### config.mk
export PLATFORM = sky130hd
export DESIGN_NAME = pe_dbuf
export DESIGN_NICKNAME = d
export VERILOG_FILES = /design/src/rtl/pe_dbuf.sv
export SDC_FILE = /design/constraint.sdc
export NUM_CORES = 1
export LEC_CHECK = 0
export CAP_MARGIN = 10
export CORE_MARGIN = 2
export CORE_UTILIZATION = 58
export DETAILED_ROUTE_END_ITERATION = 16
export PLACE_DENSITY = 0.85
export REMOVE_ABC_BUFFERS = 1
export SYNTH_ARGS = -nofsm -noshare
export SYNTH_HDL_FRONTEND = slang
export SYNTH_SLANG_ARGS = --single-unit
export TNS_END_PERCENT = 50
### constraint.sdc
create_clock -name CLK -period 17.45 [get_ports CLK]
set_input_delay 3.49 -clock CLK [delete_from_list [all_inputs] [get_ports CLK]]
set_output_delay 3.49 -clock CLK [all_outputs]
set_load 0.005 [all_outputs]
### src/rtl/pe_dbuf.sv
// pe_dbuf: weight-stationary systolic processing element with banked
// (double-buffered) weight storage. A shadow bank loads while the active
// bank computes; an in-band swap pulse moves down the column with the data.
//
// Optional feature macro: PE_SAT_EN
//   defined   -> psum saturates to the signed BIT_PSUM range, Ovf_Out flags it
//   undefined -> psum wraps modulo 2^BIT_PSUM, Ovf_Out stays 0
module pe_dbuf #(
  parameter int  BIT_DATA   = 8,
  parameter int  BIT_PSUM   = 24,
  parameter int  BIT_ROW_ID = 4,
  parameter int  BIT_ADDR   = 8,
  parameter int  BIT_VALID  = 1,
  parameter int  NUM_WBANK  = 2,
  localparam int BIT_BANK   = $clog2(NUM_WBANK)
) (
  input  logic                  CLK,
  input  logic                  RSTN,
  input  logic                  Stall,
  input  logic                  Mode_I_Signed,
  input  logic [BIT_ROW_ID-1:0] Row_ID,
  input  logic [BIT_DATA-1:0]   Data_I_In,
  output logic [BIT_DATA-1:0]   Data_I_Out,
  input  logic [BIT_DATA-1:0]   Data_W_In,
  output logic [BIT_DATA-1:0]   Data_W_Out,
  input  logic                  EN_W_In,
  output logic                  EN_W_Out,
  input  logic [BIT_ROW_ID-1:0] EN_ID_In,
  output logic [BIT_ROW_ID-1:0] EN_ID_Out,
  input  logic [BIT_BANK-1:0]   Bank_W_In,
  output logic [BIT_BANK-1:0]   Bank_W_Out,
  input  logic                  Swap_In,
  output logic                  Swap_Out,
  input  logic [BIT_PSUM-1:0]   Psum_In,
  output logic [BIT_PSUM-1:0]   Psum_Out,
  input  logic [BIT_ADDR-1:0]   Addr_P_In,
  output logic [BIT_ADDR-1:0]   Addr_P_Out,
  input  logic [BIT_VALID-1:0]  Valid_P_In,
  output logic [BIT_VALID-1:0]  Valid_P_Out,
  output logic [BIT_BANK-1:0]   Active_Bank,
  output logic                  Ovf_Out
);

  // Product width: (BIT_DATA+1)-bit extended activation times BIT_DATA weight.
  localparam int PW = 2 * BIT_DATA + 1;
`ifdef PE_SAT_EN
  // One guard bit above the psum range to detect overflow.
  localparam int SW = BIT_PSUM + 1;
`else
  localparam int SW = BIT_PSUM;
`endif

  // Forwarded pipeline registers.
  logic [BIT_DATA-1:0]   data_i_q, data_w_q;
  logic                  en_w_q, swap_q, ovf_q;
  logic [BIT_ROW_ID-1:0] en_id_q;
  logic [BIT_BANK-1:0]   bank_w_q, active_bank_q;
  logic [BIT_PSUM-1:0]   psum_q;
  logic [BIT_ADDR-1:0]   addr_q;
  logic [BIT_VALID-1:0]  valid_q;

  // Weight banks.
  logic [BIT_DATA-1:0] wbank_q [NUM_WBANK];

  // MAC datapath.
  logic signed [BIT_DATA:0]   ext_i;
  logic signed [BIT_DATA-1:0] w_act;
  logic signed [PW-1:0]       prod;
  logic signed [SW-1:0]       sum;
  logic [BIT_PSUM-1:0]        psum_d;
  logic                       ovf_d;
  logic                       wr_hit;

  assign wr_hit = EN_W_In && (EN_ID_In == Row_ID);

  // Multiply-accumulate with the currently active weight; bubbles pass psum through.
  always_comb begin
    // NOTE: every signal driven here gets a default first so no latch is inferred.
    psum_d = Psum_In;
    ovf_d  = 1'b0;
    ext_i  = Mode_I_Signed ? {Data_I_In[BIT_DATA-1], Data_I_In} : {1'b0, Data_I_In};
    w_act  = wbank_q[active_bank_q];
    // Size casts of signed operands sign-extend, so the product is exact.
    prod   = PW'(ext_i) * PW'(w_act);
    sum    = SW'(prod) + SW'($signed(Psum_In));
    if (Valid_P_In != '0) begin
`ifdef PE_SAT_EN
      if (sum[BIT_PSUM] != sum[BIT_PSUM-1]) begin
        psum_d = sum[BIT_PSUM] ? {1'b1, {(BIT_PSUM-1){1'b0}}}
                               : {1'b0, {(BIT_PSUM-1){1'b1}}};
        ovf_d  = 1'b1;
      end else begin
        psum_d = sum[BIT_PSUM-1:0];
      end
`else
      psum_d = sum;
`endif
    end
  end

  // Forwarding and psum pipeline stage; Stall freezes everything.
  always_ff @(posedge CLK or negedge RSTN) begin
    if (!RSTN) begin
      data_i_q <= '0;
      data_w_q <= '0;
      en_w_q   <= 1'b0;
      en_id_q  <= '0;
      bank_w_q <= '0;
      swap_q   <= 1'b0;
      psum_q   <= '0;
      addr_q   <= '0;
      valid_q  <= '0;
      ovf_q    <= 1'b0;
    end else if (!Stall) begin
      // NOTE: sequential state uses non-blocking assignments so every register
      // samples the pre-edge values regardless of statement order.
      data_i_q <= Data_I_In;
      data_w_q <= Data_W_In;
      en_w_q   <= EN_W_In;
      en_id_q  <= EN_ID_In;
      bank_w_q <= Bank_W_In;
      swap_q   <= Swap_In;
      psum_q   <= psum_d;
      addr_q   <= Addr_P_In;
      valid_q  <= Valid_P_In;
      ovf_q    <= ovf_d;
    end
  end

  // Weight bank writes; an out-of-range bank index matches no bank and is dropped.
  always_ff @(posedge CLK or negedge RSTN) begin
    if (!RSTN) begin
      // NOTE: the banks are architecturally visible after reset (first MAC uses
      // W=0), so they are reset like ordinary registers rather than left as RAM.
      for (int b = 0; b < NUM_WBANK; b++) wbank_q[b] <= '0;
    end else if (!Stall && wr_hit) begin
      for (int b = 0; b < NUM_WBANK; b++) begin
        if (Bank_W_In == BIT_BANK'(b)) wbank_q[b] <= Data_W_In;
      end
    end
  end

  // Active bank pointer advances on each swap pulse, wrapping at NUM_WBANK.
  always_ff @(posedge CLK or negedge RSTN) begin
    if (!RSTN) begin
      active_bank_q <= '0;
    end else if (!Stall && Swap_In) begin
      active_bank_q <= (active_bank_q == BIT_BANK'(NUM_WBANK - 1)) ? '0
                       : active_bank_q + BIT_BANK'(1);
    end
  end

  assign Data_I_Out  = data_i_q;
  assign Data_W_Out  = data_w_q;
  assign EN_W_Out    = en_w_q;
  assign EN_ID_Out   = en_id_q;
  assign Bank_W_Out  = bank_w_q;
  assign Swap_Out    = swap_q;
  assign Psum_Out    = psum_q;
  assign Addr_P_Out  = addr_q;
  assign Valid_P_Out = valid_q;
  assign Active_Bank = active_bank_q;
  assign Ovf_Out     = ovf_q;

endmodule

* Word-level counts from Yosys, hierarchy flattened
Index checks and enable logic that the tools add are counted.
** Storage, ports and cells
- Register bits after elaboration :: 73
- Output and inout port bits :: 58
- Logic and storage cells :: 31
** Cells by class
- Add/sub/neg operators :: 2
- $mul :: 1
- $lt $le $gt $ge :: 1
- Equal/unequal tests :: 1
- Multiplexer cells :: 6
- Bitwise logic cells :: 2
- Reductions and logical operators :: 6
** Operators with widths (number)
- adder 17 x 24 -> 24 bit :: 1
- 2-to-1 mux 24 bit :: 1
- 2-to-1 mux 8 bit :: 3
- multiplier 9 x 8 -> 17 bit :: 1
- 2-to-1 mux 9 bit :: 1
- == test 4 bit :: 1
- AND reduction 2 bit :: 2
- logical AND 1 bit :: 3
- greater-or-equal comparator 2 bit (second input constant) :: 1
- NOT 1 -> 2 bit :: 1
- adder 1 bit (second input constant) :: 1
- logical NOT 1 bit :: 1
- 2-to-1 mux 1 bit :: 1
- NOT 1 bit :: 1

* Depth between registers and ports, before layout
- Depth in word-level cells :: 7
- Depth in mapped cells :: 20
- Gate-level depth less buffers :: 19

* Least setup slack after synthesis
OpenSTA, ideal clock, no wires.
- Path type :: input port to flip-flop
- Start :: in Mode_I_Signed
- End :: reg psum_q[22] (netlist: Psum_Out[22])
- Setup time :: 127 ps
- Arrival :: 9054 ps
- Data required time :: 17323 ps
- Slack :: 8268 ps
- Stages on the path :: 18
- Path through :: nand2_1 nor2b_1 inv_1 fa_1 inv_1 fa_1 fa_1 fa_1 ha_1 ha_1 buf_6 a211o_1 a31oi_1 nor3_1 o311a_1 o31ai_1 or3_1 nand3_1
** On the way
- Word-level cells in the longest chain between the ends :: 4
** Ends and longest elaborated chain
- from (decl) :: line 20 : input logic Mode_I_Signed,
- 2-to-1 mux 9 bit :: line 81 : ext_i = Mode_I_Signed ? {Data_I_In[BIT_DATA-1], Data_I_In} : {1'b0, Data_I_In};
- multiplier 9 x 8 -> 17 bit :: line 84 : prod = PW'(ext_i) * PW'(w_act);
- adder 17 x 24 -> 24 bit :: line 85 : sum = SW'(prod) + SW'($signed(Psum_In));
- 2-to-1 mux 24 bit :: line 86 : if (Valid_P_In != '0) begin
- to (signal assigned) :: line 123 : psum_q <= psum_d;
- to (decl) :: line 58 : logic [BIT_PSUM-1:0] psum_q;
No other way between the ends.
A chain may end at the register's enable or synchronous reset.

* Final worst setup path
- Start :: in Data_I_In[7]
- End :: reg psum_q[23] (netlist: Psum_Out[23])
** On the way
- Word-level cells in the longest chain between the ends :: 4
** Ends and longest elaborated chain
- from (decl) :: line 22 : input logic [BIT_DATA-1:0] Data_I_In,
- 2-to-1 mux 9 bit :: line 81
- multiplier 9 x 8 -> 17 bit :: line 84
- adder 17 x 24 -> 24 bit :: line 85
- 2-to-1 mux 24 bit :: line 86
No other way between the ends.

==> flow_summary_export.csv <==
group,metric,value,unit
routing,drc,0,
timing,whs,483,ps
layout,postLayoutCellArea,9020,um^2
global_routing,overflow,0,
synthesis,synth.area.top_cells,"fa_1 29%, dfrtp_1 25%, ha_1 9.2%",
routing,antenna_left,0,
routing,post_drt_wl_per_cell,18.0,um
timing,min_period,9110,ps
floorplanning,die_x,117,um
synthesis,synth_edf_count,0,
critical_path,worstSetupPathType,"in -> reg",
critical_path,crit_path_max_fanout,12,
critical_path,cpMostUsedCell,"fa_1",
cts,ctsResizeCount,0,
layout,drive_gt1_frac,0.106,
critical_path,r2r-start,"Active_Bank$_DFFE_PN0P_",
critical_path,critPathRequiredTime,17720,ps
synthesis,synth-seq-cells,73,
cts,cts_buffer_depth,2,
power_and_ir_drop,vdd_drop_max,185,uV
floorplanning,start_util,0.589,
critical_path,critPathLaunchType,"input pin",
layout,diodes,0,
critical_path,crit_slowest_cell,"fa_1",
power_and_ir_drop,power,1.84,mW
power_and_ir_drop,p_leak,4.33,nW
placed_design,dpl.cell_count,958,
placed_design,hpwl,13.6,mm
cts,cts_hold_buf,0,
global_routing,grt_antenna_before_repair,0,
floorplanning,die_y,117,um
critical_path,crit_chain,"clkdlybuf4s50_1, nand2_1, or2_2, fa_1, fa_1, inv_1, fa_1, fa_1, ha_1, ha_1, a21o_1, nor4_1, nand2_1, o211ai_1, a21oi_2, or4b_1, nand3_1",
placed_design,placed_area,8710,um^2
synthesis,ys_async_sr_fraction,1.00,
timing,fmax,110,MHz
floorplanning,die-area,13600,um^2
cts,cts_tree,"yes",
cts,htree_num_levels,3,
critical_path,cp_num_buf_inv,2,
routing,drt_iter0_drc,295,
critical_path,max_stage_delay,730,ps
outcome,status,"finished clean",
floorplanning,io_pins,122,
cts,clk_pin_slew,60,ps
layout,multi_input_area,5060,um^2
timing,maxSlewViolCount,0,
critical_path,worst_setup_path_end_kind,"register",
timing,hold_viol_final,0,
cts,cts_sinks,73,
run,cap_violations,0,
global_routing,grt_pass1_vias,6036,
critical_path,ff2ff_setup_slack,11010,ps
global_routing,grt_pass1_wl,29.4,mm
synthesis,synth-seq-area-share,0.248,
synthesis,synthesis.area,7370,um^2
critical_path,r2r_end,"Psum_Out[22]$_DFFE_PN0N_",
layout,fin_cells,974,
placed_design,io_buffers,120,
layout,nets,1023,
synthesis,synth_cell_type_count,51,
cts,cts-root-buf,"clkbuf_16",
placed_design,place_congestion,0.913,
timing,tightest_slew,1170,ps
layout,syn2layout_area_growth,22.4,%
global_routing,grt_max_degree,83,
min_path,hold-path-endpoint,"Psum_Out[15]$_DFFE_PN0N_",
critical_path,worst_ep_arrival_time,9380,ps
synthesis,synth_most_common_cell,"fa_1",
routing,num_vias,5435,
layout,area.sequential,1830,um^2
routing,drt-total-wl,17.5,mm
synthesis,synth_top_cell_by_area,"fa_1",
layout,final_util,0.720,
min_path,min-delay-start,"Psum_Out[15]$_DFFE_PN0N_",
synthesis,synthCells,683,
routing,m1WireLength,6.75,mm
synthesis,synth_common_cells,"107 x fa_1, 102 x inv_1, 73 x dfrtp_1",
timing,finClkSkew,7.57,ps
synthesis,syn_area_per_cell,10.8,um^2
cts,numCtsBuffers,9,
critical_path,r2r_cells,16,
min_path,hp-class,"reg -> reg",
placed_design,dp_slack,7360,ps
floorplanning,fp-row-count,41,
timing,fin_tns_setup,0,ps
min_path,holdPathStages,2,
routing,first_pass_iters,5,
routing,viasPerCell,5.58,
synthesis,synth_flop_cell,"dfrtp_1",
timing,setup_viol,0,
synthesis,yosysWarnings,0,
cts,cts_setup_buffers,0,
routing,routed.top_layer,"met4",
floorplanning,core_area,12500,um^2
timing,rsz0062_at_grt,"no",
synthesis,synth_top_area_share,0.291,
layout,fill_cells,914,
cts,clock_latency,330,ps
global_routing,grtUsageTotal,0.280,
timing,finalCritPeriodShare,0.522,
routing,wl_met3,1.05,mm
critical_path,crit_family,"adder cells",
timing,layout_setup_ws,8340,ps
timing,relSlewSlack,0.200,
routing,met2_length,9.15,mm
power_and_ir_drop,powerDensity,204,nW/um^2
[how the worst max path moves through the flow]
stage,from,endpoint,slack [ps],depth (start not counted)
finish,Data_I_In[7],Psum_Out[23]$_DFFE_PN0N_,8340,17
global route,Data_I_In[7],Psum_Out[13]$_DFFE_PN0N_,7960,18
CTS,Data_I_In[7],Psum_Out[22]$_DFFE_PN0N_,7720,18
detailed placement,Data_I_In[7],Psum_Out[22]$_DFFE_PN0N_,7360,18
global placement,Data_I_In[7],Psum_Out[22]$_DFFE_PN0N_,7680,18
floorplan,Mode_I_Signed,Psum_Out[22]$_DFFE_PN0N_,8290,17
[layer usage]
| layer | up-vias | global-route usage |
|---|---|---|
| met2 | 219 | 0.496 |
| met4 | 0 | 0.107 |
| met5 | - | 0 |
| met1 | 2733 | 0.335 |
| met3 | 54 | 0.0633 |
| li1 | 2429 | - |
[placed cells by master, fill, tap and decap left out, drive strengths merged, types with 2 or more instances in the layout]
master | netlist | final
o211ai | 2 | 2
xnor2 | 20 | 20
nor2b | 27 | 27
nand2b | 9 | 9
a211oi | 5 | 5
nand3 | 8 | 8
ha | 54 | 54
a21oi | 23 | 23
clkbuf | 14 | 13
mux2 | 49 | 49
o31ai | 3 | 3
fa | 107 | 107
a21o | 3 | 3
o21ai | 29 | 29
o22ai | 2 | 2
and2 | 14 | 14
inv | 102 | 102
mux2i | 18 | 18
nor2 | 25 | 25
nand2 | 51 | 51
nor4 | 2 | 2
buf | 7 | 7
clkdlybuf4s50 | 0 | 118
nand3b | 2 | 2
o311a | 2 | 2
nor3b | 6 | 6
xor2 | 5 | 5
o21a | 3 | 3
dfrtp | 73 | 73
nor3 | 5 | 5
or2 | 3 | 3
[worst register-to-register path, cell delays in order, from the launching register on]
cell and delay [ps]:
dfrtp_1 650, mux2i_1 1010, nand2b_1 250, fa_1 440, fa_1 490, inv_1 50, fa_1 490, fa_1 540
fa_1 440, ha_1 390, a211o_1 290, a31oi_1 230, nor3_1 120, o311a_1 400, o31ai_1 300, or3_1 160
nand3_1 70
[state kept, by name, summed over array words and instances, names as in the netlist]
register,count
EN_ID_Out,4
Addr_P_Out,8
EN_W_Out,1
Data_I_Out,8
Psum_Out,24
Valid_P_Out,1
Bank_W_Out,1
Data_W_Out,8
Active_Bank,1
Swap_Out,1
wbank_q,16
[power by group]
part,internal (mW),switching (mW),leakage [nW]
registers,0.213,0.0295,0.890
logic,0.631,0.793,3.30
clock network,0.107,0.0699,0.138
[kinds of logic (layout without fill, tap and decap cells)]
family	count (synthesis)	count (layout)	share of synthesized area
AO/OA/AOI/OAI	78	78	0.0666
XOR/XNOR	25	25	0.0297
adder cells (fa/ha/maj)	161	161	0.382
buffers and inverters	123	242	0.0657
flip-flops	73	73	0.248
multiplexers	67	67	0.0994
other	1	1	0.000509
AND/OR/NAND/NOR	155	155	0.108
[cell type report]
type	count	area share
clock buffer	13	0.0300
timing repair buffer	125	0.139
clock inverter	2	0.00139
tap	172	0.0239
sequential	73	0.203
inverter	102	0.0425
multi-input combinational	487	0.561
No activity file was read; power rests on OpenSTA's default activity.
